### src/rtl/stream_concatenator.sv
// stream_concatenator
// Merges NUM_CH framed input streams into one OUT_W-bit lane stream. Channels
// are drained strictly in order 0..NUM_CH-1, each up to its last beat, after
// which the next channel is selected; after channel NUM_CH-1 the frame wraps
// back to channel 0. Every input beat carries up to LANES lanes plus a lane
// count, so byte sources and wide-word sources share one port format.
module stream_concatenator #(
    parameter int NUM_CH = 3,
    parameter int OUT_W  = 8,
    parameter int LANES  = 12,
    parameter int CNT_W  = $clog2(LANES + 1),
    parameter int CH_W   = (NUM_CH > 1) ? $clog2(NUM_CH) : 1
) (
    input  logic                          i_clock,
    input  logic                          i_reset_n,
    input  logic [NUM_CH*LANES*OUT_W-1:0] i_in_data,
    input  logic [NUM_CH*CNT_W-1:0]       i_in_count,
    input  logic [NUM_CH-1:0]             i_in_last,
    input  logic [NUM_CH-1:0]             i_in_valid,
    output logic [NUM_CH-1:0]             o_in_ready,
    output logic [OUT_W-1:0]              o_out_data,
    output logic                          o_out_valid,
    input  logic                          i_out_ready,
    output logic                          o_out_last,
    output logic [CH_W-1:0]               o_chan
);

    localparam int SLICE_W = LANES * OUT_W;
    localparam int IDX_W   = (LANES > 1) ? $clog2(LANES) : 1;

    localparam logic [CNT_W-1:0] LANES_C = CNT_W'(LANES);
    localparam logic [CNT_W-1:0] ONE_C   = CNT_W'(1);
    localparam logic [CH_W-1:0]  LAST_CH = CH_W'(NUM_CH - 1);

    typedef enum logic {
        S_LOAD  = 1'b0,
        S_SHIFT = 1'b1
    } state_t;

    // Control state
    state_t            state;
    logic [IDX_W-1:0]  idx;
    logic [CNT_W-1:0]  cnt;
    logic              lst;
    logic [CH_W-1:0]   cur;

    // Holding register, one entry per lane, lane 0 sent first
    logic [OUT_W-1:0]  hold [LANES];

    // Registered outputs
    logic [NUM_CH-1:0] in_ready_r;
    logic [OUT_W-1:0]  out_data_r;
    logic              out_valid_r;
    logic              out_last_r;

    // Decode of the currently selected input channel
    logic [SLICE_W-1:0] sel_data;
    logic [CNT_W-1:0]   sel_count;
    logic               sel_last;
    logic               sel_valid;
    logic [CNT_W-1:0]   sel_cnt;

    // Derived control terms
    logic [CH_W-1:0]    nxt_cur;
    logic               cur_is_last;
    logic [IDX_W-1:0]   idx_inc;
    logic               at_end;
    logic               inc_is_end;

    // Lane counts above LANES are treated as a full beat.
    function automatic logic [CNT_W-1:0] clamp_count(input logic [CNT_W-1:0] n);
        return (n > LANES_C) ? LANES_C : n;
    endfunction

    // One-hot ready vector for a given channel.
    function automatic logic [NUM_CH-1:0] ch_onehot(input logic [CH_W-1:0] ch);
        logic [NUM_CH-1:0] r;
        r = '0;
        for (int c = 0; c < NUM_CH; c++) begin
            if (ch == CH_W'(c)) begin
                r[c] = 1'b1;
            end
        end
        return r;
    endfunction

    // Select the fields of the channel currently being drained.
    always_comb begin
        sel_data  = '0;
        sel_count = '0;
        sel_last  = 1'b0;
        sel_valid = 1'b0;
        for (int c = 0; c < NUM_CH; c++) begin
            if (cur == CH_W'(c)) begin
                sel_data  = i_in_data[c*SLICE_W +: SLICE_W];
                sel_count = i_in_count[c*CNT_W +: CNT_W];
                sel_last  = i_in_last[c];
                sel_valid = i_in_valid[c];
            end
        end
        sel_cnt = clamp_count(sel_count);
    end

    // Channel advance and lane position terms.
    always_comb begin
        cur_is_last = (cur == LAST_CH);
        nxt_cur     = cur_is_last ? '0 : cur + CH_W'(1);
        idx_inc     = idx + IDX_W'(1);
        at_end      = (CNT_W'(idx) == cnt - ONE_C);
        inc_is_end  = (CNT_W'(idx_inc) == cnt - ONE_C);
    end

    // Load/shift state machine with registered handshake and output signals.
    always_ff @(posedge i_clock or negedge i_reset_n) begin
        if (!i_reset_n) begin
            state       <= S_LOAD;
            cur         <= '0;
            idx         <= '0;
            cnt         <= '0;
            lst         <= 1'b0;
            for (int l = 0; l < LANES; l++) begin
                hold[l] <= '0;
            end
            in_ready_r  <= ch_onehot('0);
            out_valid_r <= 1'b0;
            out_data_r  <= '0;
            out_last_r  <= 1'b0;
        end else begin
            case (state)
                S_LOAD: begin
                    if (sel_valid) begin
                        for (int l = 0; l < LANES; l++) begin
                            hold[l] <= sel_data[l*OUT_W +: OUT_W];
                        end
                        cnt <= sel_cnt;
                        lst <= sel_last;
                        idx <= '0;
                        if (sel_cnt != '0) begin
                            state       <= S_SHIFT;
                            in_ready_r  <= '0;
                            out_valid_r <= 1'b1;
                            out_data_r  <= sel_data[OUT_W-1:0];
                            out_last_r  <= (sel_cnt == ONE_C) && sel_last && cur_is_last;
                        end else if (sel_last) begin
                            // Empty closing beat: skip straight to the next channel.
                            cur        <= nxt_cur;
                            in_ready_r <= ch_onehot(nxt_cur);
                        end
                    end
                end
                S_SHIFT: begin
                    if (i_out_ready) begin
                        if (!at_end) begin
                            idx        <= idx_inc;
                            out_data_r <= hold[idx_inc];
                            out_last_r <= inc_is_end && lst && cur_is_last;
                        end else begin
                            state       <= S_LOAD;
                            out_valid_r <= 1'b0;
                            out_data_r  <= '0;
                            out_last_r  <= 1'b0;
                            if (lst) begin
                                cur        <= nxt_cur;
                                in_ready_r <= ch_onehot(nxt_cur);
                            end else begin
                                in_ready_r <= ch_onehot(cur);
                            end
                        end
                    end
                end
                default: begin
                    state <= S_LOAD;
                end
            endcase
        end
    end

    assign o_in_ready  = in_ready_r;
    assign o_out_data  = out_data_r;
    assign o_out_valid = out_valid_r;
    assign o_out_last  = out_last_r;
    assign o_chan      = cur;

endmodule

### config.mk
export PLATFORM = sky130hd
export DESIGN_NAME = stream_concatenator
export DESIGN_NICKNAME = d
export VERILOG_FILES = /design/src/rtl/stream_concatenator.sv
export SDC_FILE = /design/constraint.sdc
export NUM_CORES = 1
export LEC_CHECK = 0
export ABC_AREA = 1
export BUFFER_PORTS_ARGS = -buffer_cell sky130_fd_sc_hd__buf_2
export CAP_MARGIN = 15
export CORE_AREA = 4 4 109 163
export CTS_CLUSTER_SIZE = 30
export DETAILED_ROUTE_END_ITERATION = 10
export DIE_AREA = 0 0 113 167
export PLACE_DENSITY = 0.8
export SLEW_MARGIN = 10
export SYNTH_ARGS = -nofsm -noshare
export SYNTH_HDL_FRONTEND = slang
export SYNTH_SLANG_ARGS = --single-unit
### constraint.sdc
create_clock -name i_clock -period 2.2 [get_ports i_clock]
set_input_delay 0.44 -clock i_clock [delete_from_list [all_inputs] [get_ports i_clock]]
set_output_delay 0.44 -clock i_clock [all_outputs]
set_load 0.03 [all_outputs]
==> results of run 1 <==
[metal layers]
layer	up-vias	track usage	part of all wire	wire, microns
li1	4284	-	-	-
met1	4054	0.317	0.37	9850
met2	348	0.506	0.54	14200
met3	59	0.0348	0.054	1440
met4	0	0.113	0.032	851
met5	-	0	0	0
[what timing repair did]
item	4_1_cts	5_1_grt
gates resized for setup	0	3
hold buffers	0	0
endpoints found under the setup margin	0	6
[cells in the mapped netlist, types with 2 or more instances]
cell type,number
a21oi_1,4
a41oi_1,49
a41oi_2,39
buf_1,5
buf_2,12
buf_4,15
buf_6,5
clkbuf_1,38
dfrtp_1,120
ha_1,2
inv_1,22
inv_2,10
nand2_1,514
nand2_2,2
nand3_1,128
nand4_1,9
nor2_1,108
nor2_2,2
nor2_4,3
o21ai_0,9
o21ai_1,7
xor2_1,2
[worst max path at each step]
| stage | from | endpoint | slack [ns] |
|---|---|---|---|
| after global routing | idx[1] | o_out_data[0] | 0.07 |
| after floorplan | o_chan[1] | hold[26] | 0.38 |
| after CTS | idx[1] | o_out_data[1] | 0.1 |
| after detailed placement | idx[1] | o_out_data[5] | 0.13 |
| final | o_chan[1] | o_out_last | 0.18 |
| after global placement | idx[1] | o_out_data[5] | 0.14 |
[power breakdown]
| group | switching, mW | internal [mW] | total [mW] |
|---|---|---|---|
| registers | 0.694 | 3.21 | 3.90 |
| clock network | 1.01 | 1.78 | 2.78 |
| logic | 4.84 | 2.63 | 7.48 |
[sequential cells by signal, indices dropped and copies added (netlist names)]
signal and cells:
lst 1, cnt 4, state 1, idx 4
o_in_ready 3, hold 96, o_out_last 1, o_chan 2
o_out_data 8, o_out_valid 1
[worst max-delay path: cells and delay by family, from the launching register on]
kind	cells	cell delay (ns)
AND/OR/NAND/NOR	8	1.24
flip-flops	1	0.45
buffers and inverters	1	0.20
[final cells by class]
type / instances / area (sq um)
Timing Repair Buffer: 346 / 1870
Clock inverter: 12 / 151
Clock buffer: 20 / 437
Fill cell: 1521 / 5970
Tap cell: 206 / 258
Inverter: 33 / 131
Multi-Input combinational cell: 884 / 4340
Sequential cell: 121 / 3030
[through the flow]
| stage | util | setup slack, ns | total power [mW] | instance area [sq um] |
|---|---|---|---|---|
| final | 0.631 | 0.182 | 14.2 | 10200 |
| after global routing | 0.631 | 0.0653 | 15.3 | 10200 |
| after CTS | 0.631 | 0.0984 | 14.2 | 10200 |
| after detailed placement | 0.595 | 0.131 | 11.3 | 9630 |
| after global placement | 0.595 | 0.136 | 11.3 | 9630 |
| after floorplan | - | 0.383 | 9.13 | 7890 |
[kinds of logic (layout without fill, tap and decap cells)]
family	after synthesis	count (layout)	synth area share
xor+xnor	2	2	0.00222
simple gates	770	770	0.396
flops	121	121	0.384
buf+inv	108	411	0.0652
fa+ha+maj	2	2	0.00317
compound gates	110	110	0.149
==> flow_summary_export.csv, run 1 <==
group,metric,value,unit
cts,cts_num_sinks,121,
worst_setup_path,critPathArrivalTime,2.32,ns
synth,synth_top_area_cell,"dfrtp_1",
synth,yosysTopAreaCellShare,0.381,
worst_hold_path,hp-class,"primary input to asynchronous set/reset pin",
grt,overflow,0,
synth,yosysWarningCount,0,
cts,post-cts-setup-buffers,0,
synth,syn-cell-area,7890,sq um
timing,finalClockSkew,0.00997,ns
worst_setup_path,end_kind,"flip-flop",
detailed_routing,wirelength,26.3,mm
worst_setup_path,cpMostUsedCell,"nand3_1",
cts,cts_tree,"done",
detailed_routing,viasPerCell,5.39,
grt,grt_pass1_wl,42.0,mm
placed_design,hpwl,19.9,mm
timing,finalSetupTns,0,ns
worst_setup_path,cp_slowest_cell,"dfrtp_1",
timing,fmax,495,MHz
worst_setup_path,worstSetupPathType,"flip-flop to flip-flop",
timing,hold_viol_final,0,
timing,finalSetupViolations,0,
floorplanning,ios,324,
timing,rsz0062_at_grt,"no",
power,power_leakage,5.01,nW
final_layout,drive_above_1_share,0.309,
timing,fin_crit_sh,0.917,
flow_run,max_cap_viol_count,0,
grt,grt_pass1_vias,8673,
detailed_routing,drc,0,
detailed_routing,dr.pass1.iters,5,
worst_setup_path,rr_worst_depth,9,
final_layout,fin_nets,1714,
synth,ys_ff_latch,121,
worst_setup_path,start_kind,"flip-flop",
floorplanning,core-area,16200,sq um
cts,cts_made_buffers,17,
timing,final-max-slew-violation-count,0,
power,ir_drop,1.78,mV
synth,async_reset_ff_frac,1.00,
worst_setup_path,r2r_slack,0.18,ns
synth,postSynthAreaPerCell,7.09,sq um
detailed_routing,postRouteAntennaNets,0,
power,p_per_area,1390,nW/um^2
worst_setup_path,max_stage_delay,0.45,ns
floorplanning,die_h,167,microns
final_layout,diodes,0,
floorplanning,die-area,18900,sq um
final_layout,final_cells,1622,
worst_setup_path,timing.rr.start,"o_chan[1]",
synth,synth_area_leaders,"dfrtp_1 38%, nand2_1 24%, nand3_1 8.1%",
detailed_routing,drt-initial-drc-count,646,
cts,cts_root_buf,"clkbuf_16",
timing,hold_ws,0.0881,ns
synth,ys_seq_area_frac,0.384,
floorplanning,die_w,113,microns
timing,max-slew-margin-rel,0.555,
grt,antenna_found_initial,0,
placed_design,gp_congestion,0.886,
synth,synth-edff-count,0,
detailed_routing,wl_per_cell,16.2,microns
final_layout,layout_commonest_cell,"nand2_1",
grt,grt_start_max_net_pins,122,
worst_setup_path,reg2reg_to,"o_out_last",
worst_setup_path,worst_ep_required_time,2.50,ns
worst_setup_path,worst-path-max-fanout,10,
cts,htreeDepth,4,
synth,synth_nets,1424,
synth,ys.flop_type,"dfrtp_1",
worst_setup_path,path_cells,"buf_4, nand3_1, nand3_1, nor2_2, nand3_1, nand2_2, nor2_1, nand2_1, nand2_1",
placed_design,place_inst,1590,
cts,clkSlewWorstSetupHoldPaths,0.06,ns
synth,netlist_instances,1113,
floorplanning,initial_core_util,0.487,
cts,cts_max_path_buffers,2,
timing,worstMarginPinSlew,0.668,ns
final_layout,final_cell_mix,"514 x nand2_1, 322 x buf_2, 128 x nand3_1, 118 x dfrtp_1, 108 x nor2_1",
detailed_routing,via_count,8745,
final_layout,syn_to_final_growth,29.6,%
placed_design,port_buffers,323,
floorplanning,fp-row-count,57,
synth,synth.distinct_cells,30,
timing,layout_min_cycle_time,2.02,ns
cts,clk_latency,0.41,ns
run_status,status,"complete, no violations",
grt,grt_usage,0.275,
Power figures use the tool's default switching activity.
==> inputs of run 2 (changes only) <==
Settings changed: ABC_AREA 1 to unset, CORE_AREA 4 4 109 163 to 4 4 107 160, DIE_AREA 0 0 113 167 to 0 0 111 164, PLACE_DENSITY 0.8 to 0.81.
==> run 2 against run 1 <==
Compared with the run above:
- clock-buffer cell count increased by 1
- cell count decreased by 16%
- highest routed layer unchanged
- synthesized cell count decreased by 24%
- largest cell class unchanged
- worst hold slack got worse by 0.061 ns
- register-to-register slack got worse by 0.08 ns
- largest power group unchanged
==> flow_summary_export.csv, run 2 <==
group,metric,value,unit
worst_setup_path,start_kind,"flip-flop",
synth,synth_nets,1152,
timing,finalClockSkew,0.00748,ns
cts,cts_num_sinks,121,
floorplanning,ios,324,
grt,grt_pass1_wl,36.8,mm
grt,grt_pass1_vias,7483,
detailed_routing,drc,0,
timing,finalSetupViolations,0,
cts,clk_latency,0.40,ns
floorplanning,core-area,15600,sq um
detailed_routing,wirelength,23.3,mm
cts,clkSlewWorstSetupHoldPaths,0.05,ns
placed_design,pre_cts_slack,0.0437,ns
detailed_routing,via_count,7204,
timing,hold_ws,0.0273,ns
synth,yosysTopAreaCellShare,0.394,
timing,finalSetupTns,0,ns
synth,syn-cell-area,7610,sq um
floorplanning,initial_core_util,0.487,
worst_setup_path,cp_slowest_cell,"dfrtp_1",
final_layout,drive_above_1_share,0.369,
synth,postSynthAreaPerCell,9.05,sq um
final_layout,syn_to_final_growth,33.1,%
synth,netlist_top_cells_count,"120 x dfrtp_1, 118 x mux2i_1, 113 x nand2_1",
synth,netlist_instances,841,
worst_setup_path,crit_start,"cnt[1]",
worst_setup_path,cp_num_buf_inv,2,
final_layout,final_core_util,0.648,
grt,gr-usage-met2,0.470,
worst_setup_path,worst_ep_required_time,2.51,ns
floorplanning,die-area,18200,sq um
worst_setup_path,rr_worst_depth,8,
cts,cts_hold_buf,0,
grt,grt_start_max_net_pins,122,
detailed_routing,dr.pass1.iters,5,
synth,synth_top_area_cell,"dfrtp_1",
final_layout,largest_reg_flops,96,
placed_design,port_buffers,323,
grt,grt_busiest_layer,"met2",
floorplanning,die_w,111,microns
grt,use_met1,0.289,
floorplanning,die_h,164,microns
cts,cts_tree,"done",
timing,max-slew-margin-rel,0.605,
worst_setup_path,timing.rr.start,"cnt[1]",
timing,layout_min_cycle_time,2.10,ns
worst_setup_path,r2r_slack,0.10,ns
cts,cts_max_path_buffers,2,
final_layout,diodes,0,
worst_setup_path,critPathArrivalTime,2.41,ns
final_layout,top_register,"hold",
placed_design,gp_congestion,0.908,
cts,htreeDepth,4,
synth,ys.flop_type,"dfrtp_1",
timing,setup_ws,0.105,ns
power,power_leakage,5.10,nW
cts,cts_made_buffers,17,
synth,async_reset_ff_frac,1.00,
grt,grt_use_met3,0.0442,
run_status,status,"complete, no violations",
grt,grt_usage,0.251,
power,ir_drop,0.797,mV
worst_hold_path,hp-class,"primary input to asynchronous set/reset pin",
worst_setup_path,reg2reg_to,"o_out_data[0]",
timing,fmax,477,MHz
timing,worstMarginPinSlew,0.593,ns
synth,ys_seq_area_frac,0.398,
detailed_routing,postRouteAntennaNets,0,
detailed_routing,drt-initial-drc-count,338,
worst_setup_path,path_cells,"inv_1, ha_1, xnor2_1, nor3_4, buf_4, a21oi_2, a22oi_1, mux2i_1",
final_layout,final_area,10100,sq um
power,p_per_area,1430,nW/um^2
worst_setup_path,end_kind,"flip-flop",
grt,overflow,0,
timing,hold_viol_final,0,
worst_setup_path,max_stage_delay,0.39,ns
flow_run,max_cap_viol_count,0,
synth,yosysWarningCount,0,
worst_setup_path,worst-path-max-fanout,8,
floorplanning,fp-row-count,56,
timing,fin_crit_sh,0.952,
final_layout,final_cell_mix,"322 x buf_2, 118 x mux2i_1, 117 x dfrtp_1, 113 x nand2_1, 102 x nor2_1",
worst_setup_path,cpLargestDelayFamily,"compound AO/OA/AOI/OAI gates",
cts,cts_root_buf,"clkbuf_16",
worst_setup_path,worstSetupPathType,"flip-flop to flip-flop",
detailed_routing,viasPerCell,5.32,
final_layout,layout_commonest_cell,"buf_2",
timing,final-max-slew-violation-count,0,
detailed_routing,wl_per_cell,17.2,microns
grt,antenna_found_initial,0,
synth,synth.distinct_cells,52,
synth,yosysMostFrequentCell,"dfrtp_1",
placed_design,placed_area,9470,sq um
synth,synth_area_leaders,"dfrtp_1 39%, mux2i_1 16%, mux4_2 7.1%",
final_layout,fin_nets,1450,
synth,synth-edff-count,0,
placed_design,hpwl,18.5,mm
synth,ys_ff_latch,121,
==> run 2: per-layer routing <==
metal	vias to the layer above	share of wire
met5	-	0
met4	0	0.023
met3	29	0.049
met2	241	0.55
met1	3356	0.38
li1	3578	-
==> run 2: what timing repair did <==
| item | CTS | global route |
|---|---|---|
| endpoints found under the setup margin | 0 | 12 |
| gates resized for setup | 0 | 3 |
| buffers inserted | 0 | 1 |
==> run 2: final cells by class <==
type                            instances  area (sq um)
Tap cell                              203           254
Fill cell                            1307          5490
Timing Repair Buffer                  347          1900
Inverter                                6          22.5
Clock buffer                           21           470
Clock inverter                         11           169
Sequential cell                       121          3040
Multi-Input combinational cell        646          4280
==> run 2: logic make-up (layout without fill, tap and decap cells) <==
family | Yosys count | after routing | share of synthesized area
AO/OA/AOI/OAI | 245 | 245 | 0.178
XOR/XNOR | 13 | 13 | 0.0179
adder cells (fa/ha/maj) | 2 | 2 | 0.00329
buffers and inverters | 74 | 385 | 0.0439
flip-flops | 121 | 121 | 0.398
multiplexers | 144 | 144 | 0.230
AND/OR/NAND/NOR | 242 | 242 | 0.129
==> run 2: worst max path at each step <==
stage	endpoint	slack (ns)	cells past startpoint
after floorplan	o_chan[0]	0.1	7
after global placement	o_chan[1]	0.13	8
after detailed placement	o_chan[1]	0.04	8
after CTS	o_chan[1]	0.04	8
after global routing	o_out_data[1]	-0.003	8
final	o_out_data[0]	0.10	8
==> run 2: per-stage QoR <==
step	cells	power, mW
2_1_floorplan	841	9.39
3_3_place_gp	1322	11.3
3_5_place_dp	1322	11.5
4_1_cts	1354	14.6
5_1_grt	1355	15.6
6_report	1355	14.5
==> run 2: where the power goes <==
group	internal [mW]	switching (mW)
registers	3.26	0.790
clock network	1.98	0.968
logic	3.40	4.14
==> inputs of run 3 (changes only) <==
Settings changed: BUFFER_PORTS_ARGS -buffer_cell sky130_fd_sc_hd__buf_2 to unset, CORE_AREA 4 4 107 160 to 4 4 124 126, DIE_AREA 0 0 111 164 to 0 0 128 130, DONT_BUFFER_PORTS set to 1, PLACE_DENSITY 0.81 to 0.69.
==> run 3 against run 2 <==
Compared with the run above:
- the flow now finishes with violations (negative hold slack)
- first-iteration DRC count is 41% higher
- highest routed layer unchanged
- register-to-register slack worse by 0.02 ns
- largest cell class unchanged
- critical path type unchanged
- cell count is 24% lower
- worst hold slack worse by 0.31 ns
- flip-flop and latch count stayed put
- global-route usage is 0.51 points lower
- clock skew is 0.0017 ns lower
- sequential share of layout area is 5.5 points higher
- critical endpoint is now o_chan[1]
- utilization is 5.1 points lower
==> flow_summary_export.csv, run 3 (synthesis results as in run 2) <==
group,metric,value,unit
run_status,status,"complete, but fails checks",
run_status,violations,"negative hold slack",
worst_hold_path,hp-class,"primary input to asynchronous set/reset pin",
worst_setup_path,worstSetupPathType,"flip-flop to flip-flop",
worst_setup_path,max_stage_delay,0.56,ns
cts,cts_tree,"done",
worst_setup_path,worst-path-max-fanout,12,
detailed_routing,via_count,6147,
timing,finalClockSkew,0.00580,ns
timing,rsz0062_at_grt,"no",
worst_setup_path,critPathArrivalTime,2.41,ns
cts,cts_num_sinks,121,
grt,grt_pass1_vias,6114,
timing,finalSetupViolations,0,
detailed_routing,wl_per_cell,20.5,microns
placed_design,pre_cts_slack,-0.0734,ns
final_layout,diodes,0,
power,power_leakage,3.87,nW
floorplanning,die_h,130,microns
grt,use_met1,0.310,
grt,antenna_found_initial,0,
floorplanning,fp-row-count,44,
power,p_per_area,1670,nW/um^2
detailed_routing,wirelength,21.0,mm
floorplanning,initial_core_util,0.532,
placed_design,hpwl,16.1,mm
grt,grt_usage,0.246,
final_layout,fillCellCount,1194,
timing,hold_viol_final,121,
floorplanning,die_w,128,microns
worst_setup_path,r2r_slack,0.09,ns
timing,hold_ws,-0.280,ns
worst_setup_path,end_kind,"flip-flop",
timing,fmax,473,MHz
cts,clkSlewWorstSetupHoldPaths,0.06,ns
timing,layout_min_cycle_time,2.11,ns
cts,cts_root_buf,"clkbuf_16",
floorplanning,core-area,14300,sq um
grt,grt_use_met3,0.0655,
cts,cts_max_path_buffers,2,
worst_setup_path,cp_slowest_cell,"dfrtp_4",
final_layout,drive_above_1_share,0.137,
worst_setup_path,crit_path_end,"o_chan[1]",
worst_setup_path,start_kind,"flip-flop",
worst_setup_path,rr_worst_depth,6,
detailed_routing,drc,0,
detailed_routing,drt-initial-drc-count,476,
detailed_routing,viasPerCell,6.00,
grt,grt_start_max_net_pins,122,
detailed_routing,postRouteAntennaNets,0,
cts,cts_made_buffers,17,
timing,worstMarginPinSlew,0.774,ns
grt,grt_busiest_layer,"met2",
worst_setup_path,reg2reg_to,"o_chan[1]",
power,ir_drop,0.749,mV
final_layout,largest_reg_flops,96,
floorplanning,ios,324,
final_layout,syn_to_final_growth,12.4,%
grt,overflow,0,
worst_setup_path,crit_start,"o_chan[0]",
final_layout,final_area,8560,sq um
grt,gr-usage-met2,0.417,
timing,final-max-slew-violation-count,0,
timing,fin_crit_sh,0.961,
final_layout,top_register,"hold",
cts,htreeDepth,4,
flow_run,max_cap_viol_count,0,
timing,setup_ws,0.0865,ns
worst_setup_path,path_cells,"and2b_4, a2bb2oi_2, and4b_2, nor2b_1, o21ai_2, mux2_4",
placed_design,port_buffers,0,
worst_setup_path,timing.rr.start,"o_chan[0]",
final_layout,fin_nets,1138,
worst_setup_path,worst_ep_required_time,2.50,ns
detailed_routing,dr.pass1.iters,5,
power,finalPower,14.3,mW
placed_design,placed_area,7820,sq um
final_layout,layout_commonest_cell,"mux2i_1",
placed_design,gp_congestion,0.934,
final_layout,final_cell_mix,"118 x mux2i_1, 117 x dfrtp_1, 113 x nand2_1, 102 x nor2_1, 98 x a21oi_1",
timing,max-slew-margin-rel,0.484,
cts,clk_latency,0.41,ns
floorplanning,die-area,16600,sq um
grt,grt_pass1_wl,31.6,mm
[run 3: cell types whose count changed in the layout (fill, tap and decap cells not counted), moves of 2 or more]
cell and change:
buf_4 +12, clkbuf_8 +4, clkinvlp_4 -4, xor2_2 +2
buf_2 -322, ha_1 -2, buf_6 +3, buf_12 -6
[run 3: what timing repair did]
| action | CTS | global route |
|---|---|---|
| resized for setup | 3 | 11 |
| endpoints found under the hold margin | 121 | 121 |
| setup endpoints to repair | 4 | 19 |
| buffers inserted | 0 | 2 |
| pin swaps | 0 | 1 |
[run 3: critical path, delay by kind of cell, from the launching register on]
| family | cells | cell delay (ns) |
|---|---|---|
| mux | 1 | 0.31 |
| compound gates | 2 | 0.28 |
| simple gates | 3 | 0.84 |
| flops | 1 | 0.56 |
[run 3: worst min path at each step]
| stage | depth (start not counted) | startpoint | end | slack [ns] |
|---|---|---|---|---|
| floorplan | 0 | i_reset_n | cnt[0] | 0.14 |
| global placement | 0 | i_reset_n | o_in_ready[1] | 0.15 |
| detailed placement | 0 | i_reset_n | o_in_ready[2] | 0.15 |
| CTS | 0 | i_reset_n | o_in_ready[2] | -0.30 |
| global route | 0 | i_reset_n | o_in_ready[1] | -0.30 |
| finish | 0 | i_reset_n | o_in_ready[2] | -0.28 |
[run 3: cell type report]
type,count,area (sq um),share of cell area
Clock buffer,26,529,0.0619
Tap cell,184,230,0.0269
Inverter,6,22.5,0.00263
Sequential cell,121,3040,0.355
Multi-Input combinational cell,646,4320,0.505
Clock inverter,6,109,0.0127
Timing Repair Buffer,35,307,0.0358
[run 3: metrics by stage]
step	std cells	util	hold WS, ns	setup TNS (ns)
2_1_floorplan	841	-	0.144	0
3_3_place_gp	990	0.547	0.149	0
3_5_place_dp	990	0.547	0.149	-0.110
4_1_cts	1022	0.592	-0.297	0
5_1_grt	1024	0.598	-0.300	0
6_report	1024	0.598	-0.280	0
[run 3: metal layers]
layer  routed length, microns  vias up
li1                         -     2954
met1                     8360     2880
met2                    10600      287
met3                     1750       26
met4                      288        0
met5                        0        -
[run 3: power by group]
group | internal [mW] | switching [mW] | leakage, nW | total (mW)
registers | 3.26 | 0.990 | 1.51 | 4.25
logic | 3.24 | 3.85 | 2.04 | 7.09
clock network | 1.99 | 0.961 | 0.317 | 2.95
